==> src/rtl/ctrl_pkg.sv <==
// Shared definitions for the multi-cycle RV32I controller: FSM states,
// opcodes, ALU operation codes and immediate-format selects.
package ctrl_pkg;

    typedef enum logic [3:0] {
        S_FETCH,
        S_DECODE,
        S_MEMADR,
        S_MEMREAD,
        S_MEMWB,
        S_MEMWRITE,
        S_EXECR,
        S_EXECI,
        S_ALUWB,
        S_BRANCH,
        S_JAL,
        S_TRAP
    } state_t;

    localparam logic [6:0] OP_LOAD   = 7'b0000011;
    localparam logic [6:0] OP_STORE  = 7'b0100011;
    localparam logic [6:0] OP_RTYPE  = 7'b0110011;
    localparam logic [6:0] OP_ITYPE  = 7'b0010011;
    localparam logic [6:0] OP_BRANCH = 7'b1100011;
    localparam logic [6:0] OP_JAL    = 7'b1101111;

    localparam logic [1:0] ALUOP_ADD   = 2'b00;
    localparam logic [1:0] ALUOP_SUB   = 2'b01;
    localparam logic [1:0] ALUOP_FUNCT = 2'b10;

    // Codes are held at 4 bits; narrower ALUs take the low bits.
    localparam logic [3:0] ALU_ADD  = 4'b0000;
    localparam logic [3:0] ALU_SUB  = 4'b0001;
    localparam logic [3:0] ALU_AND  = 4'b0010;
    localparam logic [3:0] ALU_OR   = 4'b0011;
    localparam logic [3:0] ALU_XOR  = 4'b0100;
    localparam logic [3:0] ALU_SLT  = 4'b0101;
    localparam logic [3:0] ALU_SLL  = 4'b0110;
    localparam logic [3:0] ALU_SRL  = 4'b0111;
    localparam logic [3:0] ALU_SRA  = 4'b1000;
    localparam logic [3:0] ALU_SLTU = 4'b1001;

    localparam logic [1:0] IMM_I = 2'b00;
    localparam logic [1:0] IMM_S = 2'b01;
    localparam logic [1:0] IMM_B = 2'b10;
    localparam logic [1:0] IMM_J = 2'b11;

    function automatic logic [1:0] imm_src(input logic [6:0] op);
        case (op)
            OP_STORE:  return IMM_S;
            OP_BRANCH: return IMM_B;
            OP_JAL:    return IMM_J;
            default:   return IMM_I;
        endcase
    endfunction

endpackage

==> src/rtl/mc_alu_dec.sv <==
// ALU decoder: maps ALUOp/funct3/funct7b5 to an ALU code and flags
// operations that have no code at the configured ALUControl width.
module mc_alu_dec
    import ctrl_pkg::*;
#(
    parameter int ALUCTRL_W = 3
) (
    input  logic [1:0]           i_alu_op,
    input  logic [6:0]           i_op,
    input  logic [2:0]           i_funct3,
    input  logic                 i_funct7b5,
    output logic [ALUCTRL_W-1:0] o_alu_control,
    output logic                 o_alu_illegal
);

    logic [3:0] w_funct_code;
    logic [3:0] w_code;
    logic       w_wide_only;

    always_comb begin
        w_funct_code = ALU_ADD;
        w_wide_only  = 1'b0;
        case (i_funct3)
            3'b000: w_funct_code = (i_op[5] && i_funct7b5) ? ALU_SUB : ALU_ADD;
            3'b001: w_funct_code = ALU_SLL;
            3'b010: w_funct_code = ALU_SLT;
            3'b011: begin
                w_funct_code = ALU_SLTU;
                w_wide_only  = 1'b1;
            end
            3'b100: w_funct_code = ALU_XOR;
            3'b101: begin
                w_funct_code = i_funct7b5 ? ALU_SRA : ALU_SRL;
                w_wide_only  = i_funct7b5;
            end
            3'b110: w_funct_code = ALU_OR;
            default: w_funct_code = ALU_AND;
        endcase
    end

    always_comb begin
        case (i_alu_op)
            ALUOP_SUB:   w_code = ALU_SUB;
            ALUOP_FUNCT: w_code = w_funct_code;
            default:     w_code = ALU_ADD;
        endcase
    end

    // Legality depends only on the funct fields so DECODE can test it
    // before the execute state drives ALUOp.
    assign o_alu_illegal = (ALUCTRL_W < 4) && w_wide_only;
    assign o_alu_control = w_code[ALUCTRL_W-1:0];

endmodule

==> src/rtl/mc_controller.sv <==
// Multi-cycle RV32I control FSM with memory wait states, run gate and a
// sticky illegal-instruction trap. CTRL_RETIRE_CNT_EN enables instret.
module mc_controller
    import ctrl_pkg::*;
#(
    parameter int ALUCTRL_W  = 3,
    parameter int BRANCH_SET = 0,
    parameter int CNT_W      = 32
) (
    input  logic                 clk,
    input  logic                 reset,
    input  logic                 run,
    input  logic [6:0]           op,
    input  logic [2:0]           funct3,
    input  logic                 funct7b5,
    input  logic                 Zero,
    input  logic                 Lt,
    input  logic                 Ltu,
    input  logic                 MemReady,
    output logic                 PCWrite,
    output logic                 AdrSrc,
    output logic                 IRWrite,
    output logic                 MemWrite,
    output logic                 RegWrite,
    output logic [1:0]           ResultSrc,
    output logic [1:0]           ALUSrcA,
    output logic [1:0]           ALUSrcB,
    output logic [1:0]           ImmSrc,
    output logic [ALUCTRL_W-1:0] ALUControl,
    output logic                 Illegal,
    output logic [CNT_W-1:0]     instret
);

    state_t     r_state;
    state_t     w_next;
    logic       r_illegal;
    logic [1:0] w_alu_op;
    logic       w_alu_illegal;
    logic       w_branch_ok;
    logic       w_branch;
    logic       w_taken;
    logic       w_pc_update;

    mc_alu_dec #(.ALUCTRL_W(ALUCTRL_W)) u_alu_dec (
        .i_alu_op      (w_alu_op),
        .i_op          (op),
        .i_funct3      (funct3),
        .i_funct7b5    (funct7b5),
        .o_alu_control (ALUControl),
        .o_alu_illegal (w_alu_illegal)
    );

    assign w_branch_ok = (BRANCH_SET == 0) ? (funct3 == 3'b000) : (funct3[2:1] != 2'b01);

    always_comb begin
        case (funct3)
            3'b000:  w_taken = Zero;
            3'b001:  w_taken = !Zero;
            3'b100:  w_taken = Lt;
            3'b101:  w_taken = !Lt;
            3'b110:  w_taken = Ltu;
            3'b111:  w_taken = !Ltu;
            default: w_taken = 1'b0;
        endcase
    end

    always_comb begin
        w_next = r_state;
        case (r_state)
            S_FETCH:    if (run && MemReady) w_next = S_DECODE;
            S_DECODE: begin
                case (op)
                    OP_LOAD, OP_STORE: w_next = S_MEMADR;
                    OP_RTYPE:  w_next = w_alu_illegal ? S_TRAP : S_EXECR;
                    OP_ITYPE:  w_next = w_alu_illegal ? S_TRAP : S_EXECI;
                    OP_BRANCH: w_next = w_branch_ok ? S_BRANCH : S_TRAP;
                    OP_JAL:    w_next = S_JAL;
                    default:   w_next = S_TRAP;
                endcase
            end
            S_MEMADR:   w_next = op[5] ? S_MEMWRITE : S_MEMREAD;
            S_MEMREAD:  if (MemReady) w_next = S_MEMWB;
            S_MEMWB:    w_next = S_FETCH;
            S_MEMWRITE: if (MemReady) w_next = S_FETCH;
            S_EXECR,
            S_EXECI:    w_next = S_ALUWB;
            S_ALUWB:    w_next = S_FETCH;
            S_BRANCH:   w_next = S_FETCH;
            S_JAL:      w_next = S_ALUWB;
            S_TRAP:     w_next = S_TRAP;
            default:    w_next = S_FETCH;
        endcase
    end

    always_ff @(posedge clk or posedge reset) begin
        if (reset) begin
            r_state   <= S_FETCH;
            r_illegal <= 1'b0;
        end else begin
            r_state   <= w_next;
            r_illegal <= r_illegal | (w_next == S_TRAP);
        end
    end

    // Strobes are gated by reset so an aborted store drops MemWrite at once.
    always_comb begin
        AdrSrc      = 1'b0;
        IRWrite     = 1'b0;
        MemWrite    = 1'b0;
        RegWrite    = 1'b0;
        ResultSrc   = 2'b00;
        ALUSrcA     = 2'b00;
        ALUSrcB     = 2'b00;
        w_alu_op    = ALUOP_ADD;
        w_branch    = 1'b0;
        w_pc_update = 1'b0;
        if (!reset) begin
            case (r_state)
                S_FETCH: begin
                    if (run) begin
                        ALUSrcB     = 2'b10;
                        ResultSrc   = 2'b10;
                        IRWrite     = MemReady;
                        w_pc_update = MemReady;
                    end
                end
                S_DECODE: begin
                    ALUSrcA = 2'b01;
                    ALUSrcB = 2'b01;
                end
                S_MEMADR: begin
                    ALUSrcA = 2'b10;
                    ALUSrcB = 2'b01;
                end
                S_MEMREAD:  AdrSrc = 1'b1;
                S_MEMWB: begin
                    ResultSrc = 2'b01;
                    RegWrite  = 1'b1;
                end
                S_MEMWRITE: begin
                    AdrSrc   = 1'b1;
                    MemWrite = 1'b1;
                end
                S_EXECR, S_EXECI: begin
                    ALUSrcA  = 2'b10;
                    ALUSrcB  = (r_state == S_EXECI) ? 2'b01 : 2'b00;
                    w_alu_op = ALUOP_FUNCT;
                end
                S_ALUWB:    RegWrite = 1'b1;
                S_BRANCH: begin
                    ALUSrcA  = 2'b10;
                    w_alu_op = ALUOP_SUB;
                    w_branch = 1'b1;
                end
                S_JAL: begin
                    ALUSrcA     = 2'b01;
                    ALUSrcB     = 2'b10;
                    w_pc_update = 1'b1;
                end
                default: ;
            endcase
        end
        PCWrite = w_pc_update | (w_branch & w_taken);
    end

    assign ImmSrc  = imm_src(op);
    assign Illegal = r_illegal;

`ifdef CTRL_RETIRE_CNT_EN
    logic [CNT_W-1:0] r_instret;
    logic             w_retire;

    // JAL retires on its ALUWB exit; TRAP never returns to FETCH.
    assign w_retire = (r_state == S_MEMWB) || (r_state == S_ALUWB) || (r_state == S_BRANCH)
                   || ((r_state == S_MEMWRITE) && MemReady);

    always_ff @(posedge clk or posedge reset) begin
        if (reset) begin
            r_instret <= '0;
        end else if (w_retire) begin
            r_instret <= r_instret + 1'b1;
        end
    end

    assign instret = r_instret;
`else
    assign instret = '0;
`endif

endmodule

==> config.mk <==
export PLATFORM = sky130hd
export DESIGN_NAME = mc_controller
export DESIGN_NICKNAME = d
export VERILOG_FILES = /design/src/rtl/ctrl_pkg.sv /design/src/rtl/mc_alu_dec.sv /design/src/rtl/mc_controller.sv
export SDC_FILE = /design/constraint.sdc
export NUM_CORES = 1
export LEC_CHECK = 0
export CAP_MARGIN = 20
export CORE_ASPECT_RATIO = 0.75
export CORE_MARGIN = 2
export CORE_UTILIZATION = 25
export CTS_BUF_LIST = sky130_fd_sc_hd__clkbuf_4
export DETAILED_ROUTE_END_ITERATION = 7
export GPL_ROUTABILITY_DRIVEN = 0
export PLACE_DENSITY = 0.56
export SLEW_MARGIN = 20
export SYNTH_ARGS = -nofsm -noshare
export SYNTH_HDL_FRONTEND = slang
export SYNTH_SLANG_ARGS = --single-unit
==> constraint.sdc <==
create_clock -name clk -period 3.1 [get_ports clk]
set_input_delay 0.465 -clock clk [delete_from_list [all_inputs] [get_ports clk]]
set_output_delay 0.465 -clock clk [all_outputs]
set_load 0.05 [all_outputs]
# Word level (Yosys, flattened, before mapping)
# Cells that the tools add are included.
# totals
regBits	5
input_bits	18
output_inout_bits	49
# classes
n_eq_ne	27
n_mux	39
bitwise_logic	3
n_reduce_logical	15
# ops
op	count
one-hot mux 4 bit (7 select lines)	1
one-hot mux 3 bit (7 select lines)	1
equality test 4 bit (second input constant)	5
2-to-1 mux 4 bit	5
one-hot mux 4 bit (5 select lines)	1
equality test 4 x 3 -> 1 bit (second input constant)	4
equality test 7 x 6 -> 1 bit (second input constant)	2
equality test 7 bit (second input constant)	2
2-to-1 mux 1 bit	14
equality test 3 bit (second input constant)	4
2-to-1 mux 2 bit	6
one-hot mux 2 bit (2 select lines)	3
OR reduction 2 bit	6
equality test 4 x 2 -> 1 bit (second input constant)	2
one-hot mux 2 bit (4 select lines)	1
equality test 7 x 2 -> 1 bit (second input constant)	1
equality test 7 x 5 -> 1 bit (second input constant)	1
equality test 3 x 2 -> 1 bit (second input constant)	2
2-to-1 mux 3 bit	2
one-hot mux 1 bit (6 select lines)	1
one-hot mux 2 bit (3 select lines)	1
one-hot mux 3 bit (2 select lines)	1
equality test 4 x 1 -> 1 bit (second input constant)	1
zero test 4 bit	1
other kinds (11)	16

# Depth between registers and ports, before layout
# Gate-level depths: netlist (run 1).
# depth
depth_word	7
depth_mapped	8

# Modules after synthesis
# Synthesis (run 1) repeated with hierarchy kept, for this count alone.
# unflattened
hier_cells	133
hier_area_um2	1036.0
# modules_own_cells
mod	n_inst	cells_per_inst	area_per_inst_um2	seq_area_each_um2
mc_controller	1	112	889.6	125.1
mc_alu_dec	1	21	146.4	0.0

# Worst setup path after synthesis (run 1)
# No wires, ideal clock.
# synth_timing
path_type	flip-flop to output port
startpoint	register r_state[3]
endpoint	output ALUSrcB[1]
arrival_ns	3.303
t_required_ns	2.635
setup_slack_ns	-0.668
stages_incl_launch_ff	6
n_path_buf	2
path_cell_list	dfrtp_1 clkbuf_1 buf_2 nor2_1 nand2_1 a2111oi_0
# synth_via
elab_chain_len	4
# synth_rtl
item	line_no	text
start: declaration	mc_controller.sv:34	state_t r_state;
start signal: assignment	mc_controller.sv:100	r_state <= w_next;
equality test 4 x 3 -> 1 bit (tied with other cells)	mc_controller.sv:118	case (r_state)
OR reduction 2 bit	n/a	
one-hot mux 2 bit (4 select lines) *	mc_controller.sv:118	
2-to-1 mux 2 bit *	mc_controller.sv:117	if (!reset) begin
end: declaration	mc_controller.sv:27	output logic [1:0] ALUSrcB,
# Every way passes the cells marked *; elsewhere a longest branch is shown, timed or not.

# Worst setup path in the final report (run 1)
# layout_timing
startpoint	input reset
endpoint	output ALUControl[2]
# layout_via
elab_chain_len	3
# layout_rtl
item	line_no	text
start: declaration	mc_controller.sv:11	input logic reset,
2-to-1 mux 2 bit *	mc_controller.sv:117	
equality test 2 bit or equality test 2 x 1 -> 1 bit (tied branches)	mc_alu_dec.sv:42	case (i_alu_op)
one-hot mux 3 bit (2 select lines) *	mc_alu_dec.sv:42	
end: declaration	mc_controller.sv:29	output logic [ALUCTRL_W-1:0] ALUControl,
# Marks and branches as above.

==> impl_metrics.csv, run 1 <==
group,metric,value,unit
worst_setup_path,r2r-end,"Illegal",
cts,htree_levels,1,
cts,cts-buffers-inserted,3,
synthesis,synth_seq_cells,5,
cts,hold_buffers,0,
pwr,ir_drop,0.369,mV
worst_setup_path,r2r-start,"r_state[3]",
finish,antenna-diode-count,0,
synthesis,syn_inst,150,
floorplanning,dieArea,0.00464,sq mm
floorplanning,fp.dieW,78.0,um
worst_setup_path,cp_cell_sequence,"clkdlybuf4s50_1 > inv_1 > nand2_1 > or3_1 > inv_1 > ha_1 > nand3b_1 > a211oi_2 > buf_12",
timing,slew_violations,0,
worst_setup_path,cp_max_fo,3,
min_path,hold_class,"reg -> reg",
timing,min_period_over_period,90.5,%
floorplanning,start_util,25.6,%
cts,clock_latency,0.24,ns
worst_setup_path,regToRegSetupSlack,1.42,ns
detailed_routing,vias,1030,
worst_setup_path,crit_start,"reset",
status,status,"completed",
worst_setup_path,cp_data_arrival_time,2.34,ns
detailed_routing,drcViolationCount,0,
synthesis,synth_commonest_cells,"buf_4, nand2_1, nor2_1",
timing,rsz0062_at_grt,"no",
place,dp_hpwl,2020,um
cts,cts_resized,0,
synthesis,yosys_warnings,0,
finish,postLayoutCellArea,0.00137,sq mm
detailed_routing,viasPerCell,4.27,
floorplanning,coreArea,0.00400,sq mm
synthesis,synth_most_common_cell,"buf_4",
min_path,worstHoldPathCells,1,
min_path,worstHoldStart,"Illegal",
detailed_routing,dr.pass1.iters,4,
timing,fmax,356,MHz
global_routing,first_global_vias,934,
synthesis,yosysTopAreaCellShare,23.4,%
cts,clkTransAtPathRegs,0.04,ns
cts,clock-root-buffer,"clkbuf_4",
synthesis,ys.flop_type,"dfrtp_1",
worst_setup_path,worstSetupEndpointType,"output port",
cts,cts_buffer_depth,2,
cts,cts.sink_count,5,
cts,cts_tree,"yes",
floorplanning,std_cell_rows,20,
worst_setup_path,cp_slowest_cell,"clkdlybuf4s50_1",
finish,nNetsFinal,207,
detailed_routing,wl,2440,um
timing,tightest_slew,0.498,ns
synthesis,synthArstFlopShare,100,%
timing,setup_viol,0,
global_routing,antenna_found_initial,0,
min_path,holdPathEnd,"Illegal",
global_routing,grt_overflow,0,
floorplanning,ioPinCount,67,
worst_setup_path,slowest_delay,0.42,ns
synthesis,ys_types,41,
pwr,powerDensity,662,mW/mm^2
synthesis,ys_seq_area_share,12.2,%
global_routing,grt_pass1_wl,4050,um
timing,fin_skew,0.00296,ns
place,portBuffers,34,
place,detailedPlace.worstSlack,0.282,ns
synthesis,yosysTopAreaCell,"buf_4",
worst_setup_path,crit_family,"buffers and inverters",
finish,fill_cells,447,
finish,drive_above_1_share,15.1,%
worst_setup_path,path_common_cell,"inv_1",
run,cap_violations,0,
worst_setup_path,cp.required,2.63,ns
detailed_routing,avgRoutedWirePerCell,10.1,um
cts,post-cts-setup-buffers,0,
detailed_routing,ant_nets,0,
worst_setup_path,r2r_cells,6,
floorplanning,die_h,59.5,um
timing,layout_setup_ws,0.293,ns
finish,syn_to_final_growth,33.9,%
pwr,p_leak,0.631,nW
global_routing,grtUsageTotal,10.7,%
synthesis,syn_area_per_cell,6.84,sq um
place,place_area,0.00134,sq mm
synthesis,synth_area_leaders,"buf_4, dfrtp_1, nand2_1",
timing,max_slew_margin,66.7,%
worst_setup_path,worst-path-buf-inv,4,
timing,period_needed,2.81,ns
global_routing,grt_start_max_net_pins,17,
worst_setup_path,startpoint_type,"input pin",
timing,hold_viol,0,
synthesis,synth_edf_count,0,
worst_setup_path,critPathKind,"in -> out",
synthesis,netlist_area,0.00103,sq mm
detailed_routing,first_iter_violations,47,
-- layout by cell type, fill, tap and decap left out, types with 3 or more instances in the layout --
| cell | netlist | final |
|---|---|---|
| conb_1 | 1 | 32 |
| clkdlybuf4s50_1 | 0 | 21 |
| buf_4 | 32 | 18 |
| nor2_1 | 13 | 13 |
| nand2_1 | 13 | 13 |
| a21oi_1 | 9 | 9 |
| inv_1 | 7 | 7 |
| nor3_1 | 7 | 7 |
| nand2b_1 | 6 | 6 |
| dfrtp_1 | 5 | 5 |
| o21ai_0 | 5 | 5 |
| clkbuf_4 | 0 | 4 |
| nor2b_1 | 3 | 3 |
| xnor2_1 | 3 | 3 |
| buf_12 | 0 | 3 |
-- flip-flops by register name, summed over array words and instances, names as in the netlist --
name,count
Illegal,1
r_state,4
-- report_power, final --
part / internal (mW) / switching, mW / total (mW) / leakage (nW)
Clock: 0.0574 / 0.0266 / 0.0840 / 0.0184
Sequential: 0.0949 / 0.0360 / 0.131 / 0.0621
Combinational: 0.237 / 0.457 / 0.694 / 0.551
-- cells by family (layout without fill, tap and decap cells) --
| kind of cell | Yosys count | in the layout | share of synthesized area, % |
|---|---|---|---|
| DFF | 5 | 5 | 12.2 |
| adders and majority gates | 2 | 2 | 2.44 |
| other | 1 | 32 | 0.366 |
| AOI/OAI and AO/OA | 26 | 26 | 16.2 |
| buffers and inverters | 48 | 53 | 30.5 |
| xor gates and xnor gates | 5 | 5 | 4.27 |
| and+or+nand+nor | 62 | 62 | 33.0 |
| muxes | 1 | 1 | 0.976 |
-- final cells by class --
class	instances	area, sq um	area share (%)
multi-input cells	128	718	52.3
repair buffers	42	405	29.5
flip-flops and latches	5	125	9.11
well taps	55	68.8	5.01
clock buffers	4	30.0	2.19
inverters	7	26.3	1.91
-- per-stage QoR --
stage	TNS [ns]	hold WS, ns	power, mW	instances	util [%]
final	0	0.470	0.909	241	34.3
after global routing	0	0.512	0.983	241	34.3
after CTS	0	0.473	0.913	241	34.3
after detailed placement	0	0.459	0.825	237	33.6
after global placement	0	0.462	0.826	237	33.6
after floorplan	-0.0161	0.476	0.670	181	-
-- routing by layer --
metal	routed length [um]	GRT usage [%]
met2	1130	17.7
met3	132	2.74
met1	1170	14.5
met5	0	0
met4	0	1.75
-- worst max path at each step --
stage,endpoint,depth (start not counted)
after detailed placement,ALUControl[2],9
after CTS,ALUControl[2],9
after global routing,ALUControl[2],9
final,ALUControl[2],9
after global placement,ALUControl[2],9
after floorplan,ALUSrcB[1],5
No activity file was read; power rests on OpenSTA's default activity.
==> inputs of run 2 (changes only) <==
GPL_ROUTABILITY_DRIVEN = unset   (was 0)
==> results of run 2 <==
Same layout as run 1: the final DEF is identical, and so are final timing and power.
==> inputs of run 3 (changes only) <==
CELL_PAD_IN_SITES_DETAIL_PLACEMENT = 0   (was unset)
CELL_PAD_IN_SITES_GLOBAL_PLACEMENT = 1   (was unset)
PLACE_DENSITY = 0.9   (was 0.56)
SLEW_MARGIN = unset   (was 20)
==> run 3 against run 2 <==
Effect of this change:
- power shrank 1.6%
- non-clock buffer count shrank 2
- critical path type unchanged
- maximum frequency is essentially flat
- worst setup slack gained 0.0018 ns
- via count grew 0.68%
- critical endpoint unchanged
- first-iteration DRC count grew 28%
- largest power group unchanged
==> impl_metrics.csv, run 3 (synthesized netlist as in run 1, its figures left out) <==
group,metric,value,unit
status,status,"completed",
worst_setup_path,cp_data_arrival_time,2.34,ns
worst_setup_path,slowest_delay,0.42,ns
floorplanning,die_h,59.5,um
timing,fmax,357,MHz
pwr,powerDensity,658,mW/mm^2
place,portBuffers,34,
timing,fin_hold_ws,0.474,ns
worst_setup_path,cp_slowest_cell,"clkdlybuf4s50_1",
cts,cts_buffer_depth,2,
global_routing,first_global_vias,874,
min_path,worstHoldPathCells,1,
timing,min_period_over_period,90.5,%
run,cap_violations,0,
global_routing,grt_pass1_wl,3810,um
finish,drive_above_1_share,14.1,%
cts,cts_resized,0,
worst_setup_path,worstSetupEndpointType,"output port",
worst_setup_path,r2r_cells,4,
finish,syn_to_final_growth,32.4,%
timing,period_needed,2.80,ns
global_routing,grt_overflow,0,
floorplanning,coreArea,0.00400,sq mm
timing,tightest_slew,0.498,ns
timing,hold_viol,0,
cts,clock_latency,0.24,ns
pwr,ir_drop,0.328,mV
worst_setup_path,path_common_cell,"inv_1",
finish,regMostFlops,"r_state",
worst_setup_path,worst-path-buf-inv,4,
finish,layout_common_cells,"conb_1, clkdlybuf4s50_1, buf_4, nor2_1, nand2_1",
global_routing,antenna_found_initial,0,
detailed_routing,avgRoutedWirePerCell,10.1,um
cts,cts.sink_count,5,
worst_setup_path,startpoint_type,"input pin",
worst_setup_path,r2r-start,"r_state[1]",
cts,hold_buffers,0,
detailed_routing,drcViolationCount,0,
detailed_routing,wl,2420,um
floorplanning,fp.dieW,78.0,um
place,place_area,0.00133,sq mm
cts,cts_tree,"yes",
min_path,worstHoldStart,"Illegal",
timing,fin_skew,0.00251,ns
cts,cts-buffers-inserted,3,
floorplanning,std_cell_rows,20,
worst_setup_path,crit_family,"buffers and inverters",
floorplanning,dieArea,0.00464,sq mm
cts,clkTransAtPathRegs,0.04,ns
place,dp_hpwl,1990,um
global_routing,grt_start_max_net_pins,17,
timing,rsz0062_at_grt,"no",
finish,antenna-diode-count,0,
cts,clock-root-buffer,"clkbuf_4",
worst_setup_path,regToRegSetupSlack,1.30,ns
place,gp_congestion,0.812,
cts,htree_levels,1,
timing,slew_violations,0,
floorplanning,ioPinCount,67,
worst_setup_path,cp.required,2.63,ns
global_routing,grtUsageTotal,10.1,%
detailed_routing,vias,1037,
timing,layout_setup_ws,0.295,ns
detailed_routing,first_iter_violations,60,
floorplanning,start_util,25.6,%
timing,setup_viol,0,
pwr,total_power,0.894,mW
finish,layout.cells.most_common,"conb_1",
finish,nNetsFinal,205,
worst_setup_path,r2r-end,"Illegal",
detailed_routing,dr.pass1.iters,4,
cts,post-cts-setup-buffers,0,
worst_setup_path,critPathKind,"in -> out",
detailed_routing,viasPerCell,4.34,
timing,setup_tns,0,ns
finish,postLayoutCellArea,0.00136,sq mm
worst_setup_path,cp_cell_sequence,"clkdlybuf4s50_1 > inv_1 > nand2_1 > or3_1 > inv_1 > ha_1 > nand3b_1 > a211oi_2 > buf_12",
min_path,holdPathEnd,"Illegal",
pwr,p_leak,0.621,nW
place,detailedPlace.worstSlack,0.284,ns
min_path,hold_class,"reg -> reg",
detailed_routing,ant_nets,0,
finish,largest_reg_flops,4,
worst_setup_path,cp_max_fo,3,
timing,max_slew_margin,66.7,%
-- run 3: cell types whose count changed in the layout (fill, tap and decap cells not counted), sizes merged --
cell | previous run | this run
buf | 21 | 19
-- run 3: per-stage QoR --
stage	utilization [%]	instances
finish	33.9	239
global route	33.9	239
CTS	33.9	239
detailed placement	33.2	235
global placement	33.2	235
floorplan	-	181
-- run 3: power breakdown --
group | switching [mW] | internal (mW)
Sequential | 0.0465 | 0.0946
Clock | 0.0256 | 0.0573
Combinational | 0.441 | 0.229
Total | 0.513 | 0.381
-- run 3: routing by layer --
layer	track usage (%)	routed length, um	vias to the layer above
met4	2.26	0	0
met1	13.2	1120	484
met3	1.98	112	0
met5	0	0	-
met2	17.6	1190	26
li1	-	-	527
-- run 3: worst reg2reg max path, cell delays in order, from the launching register on --
cell      delay, ns
dfrtp_1        0.53
nand2b_1       0.28
nor3_1         0.38
a41oi_1        0.25
a41o_1         0.25
-- run 3: area by class of cell --
class                           instances  area (sq um)
Fill cell                             453          2650
Tap cell                               55          68.8
Clock buffer                            4          30.0
Inverter                                7          26.3
Timing Repair Buffer                   40           390
Multi-Input combinational cell        128           718
Sequential cell                         5           125
-- run 3: worst max path at each step --
| stage | startpoint | endpoint | depth (start not counted) |
|---|---|---|---|
| after floorplan | r_state[3] | ALUSrcB[1] | 5 |
| after global placement | reset | ALUControl[2] | 9 |
| after CTS | reset | ALUControl[2] | 9 |
| after global routing | r_state[1] | ALUSrcA[0] | 4 |
| after detailed placement | reset | ALUControl[2] | 9 |
| final | reset | ALUControl[2] | 9 |
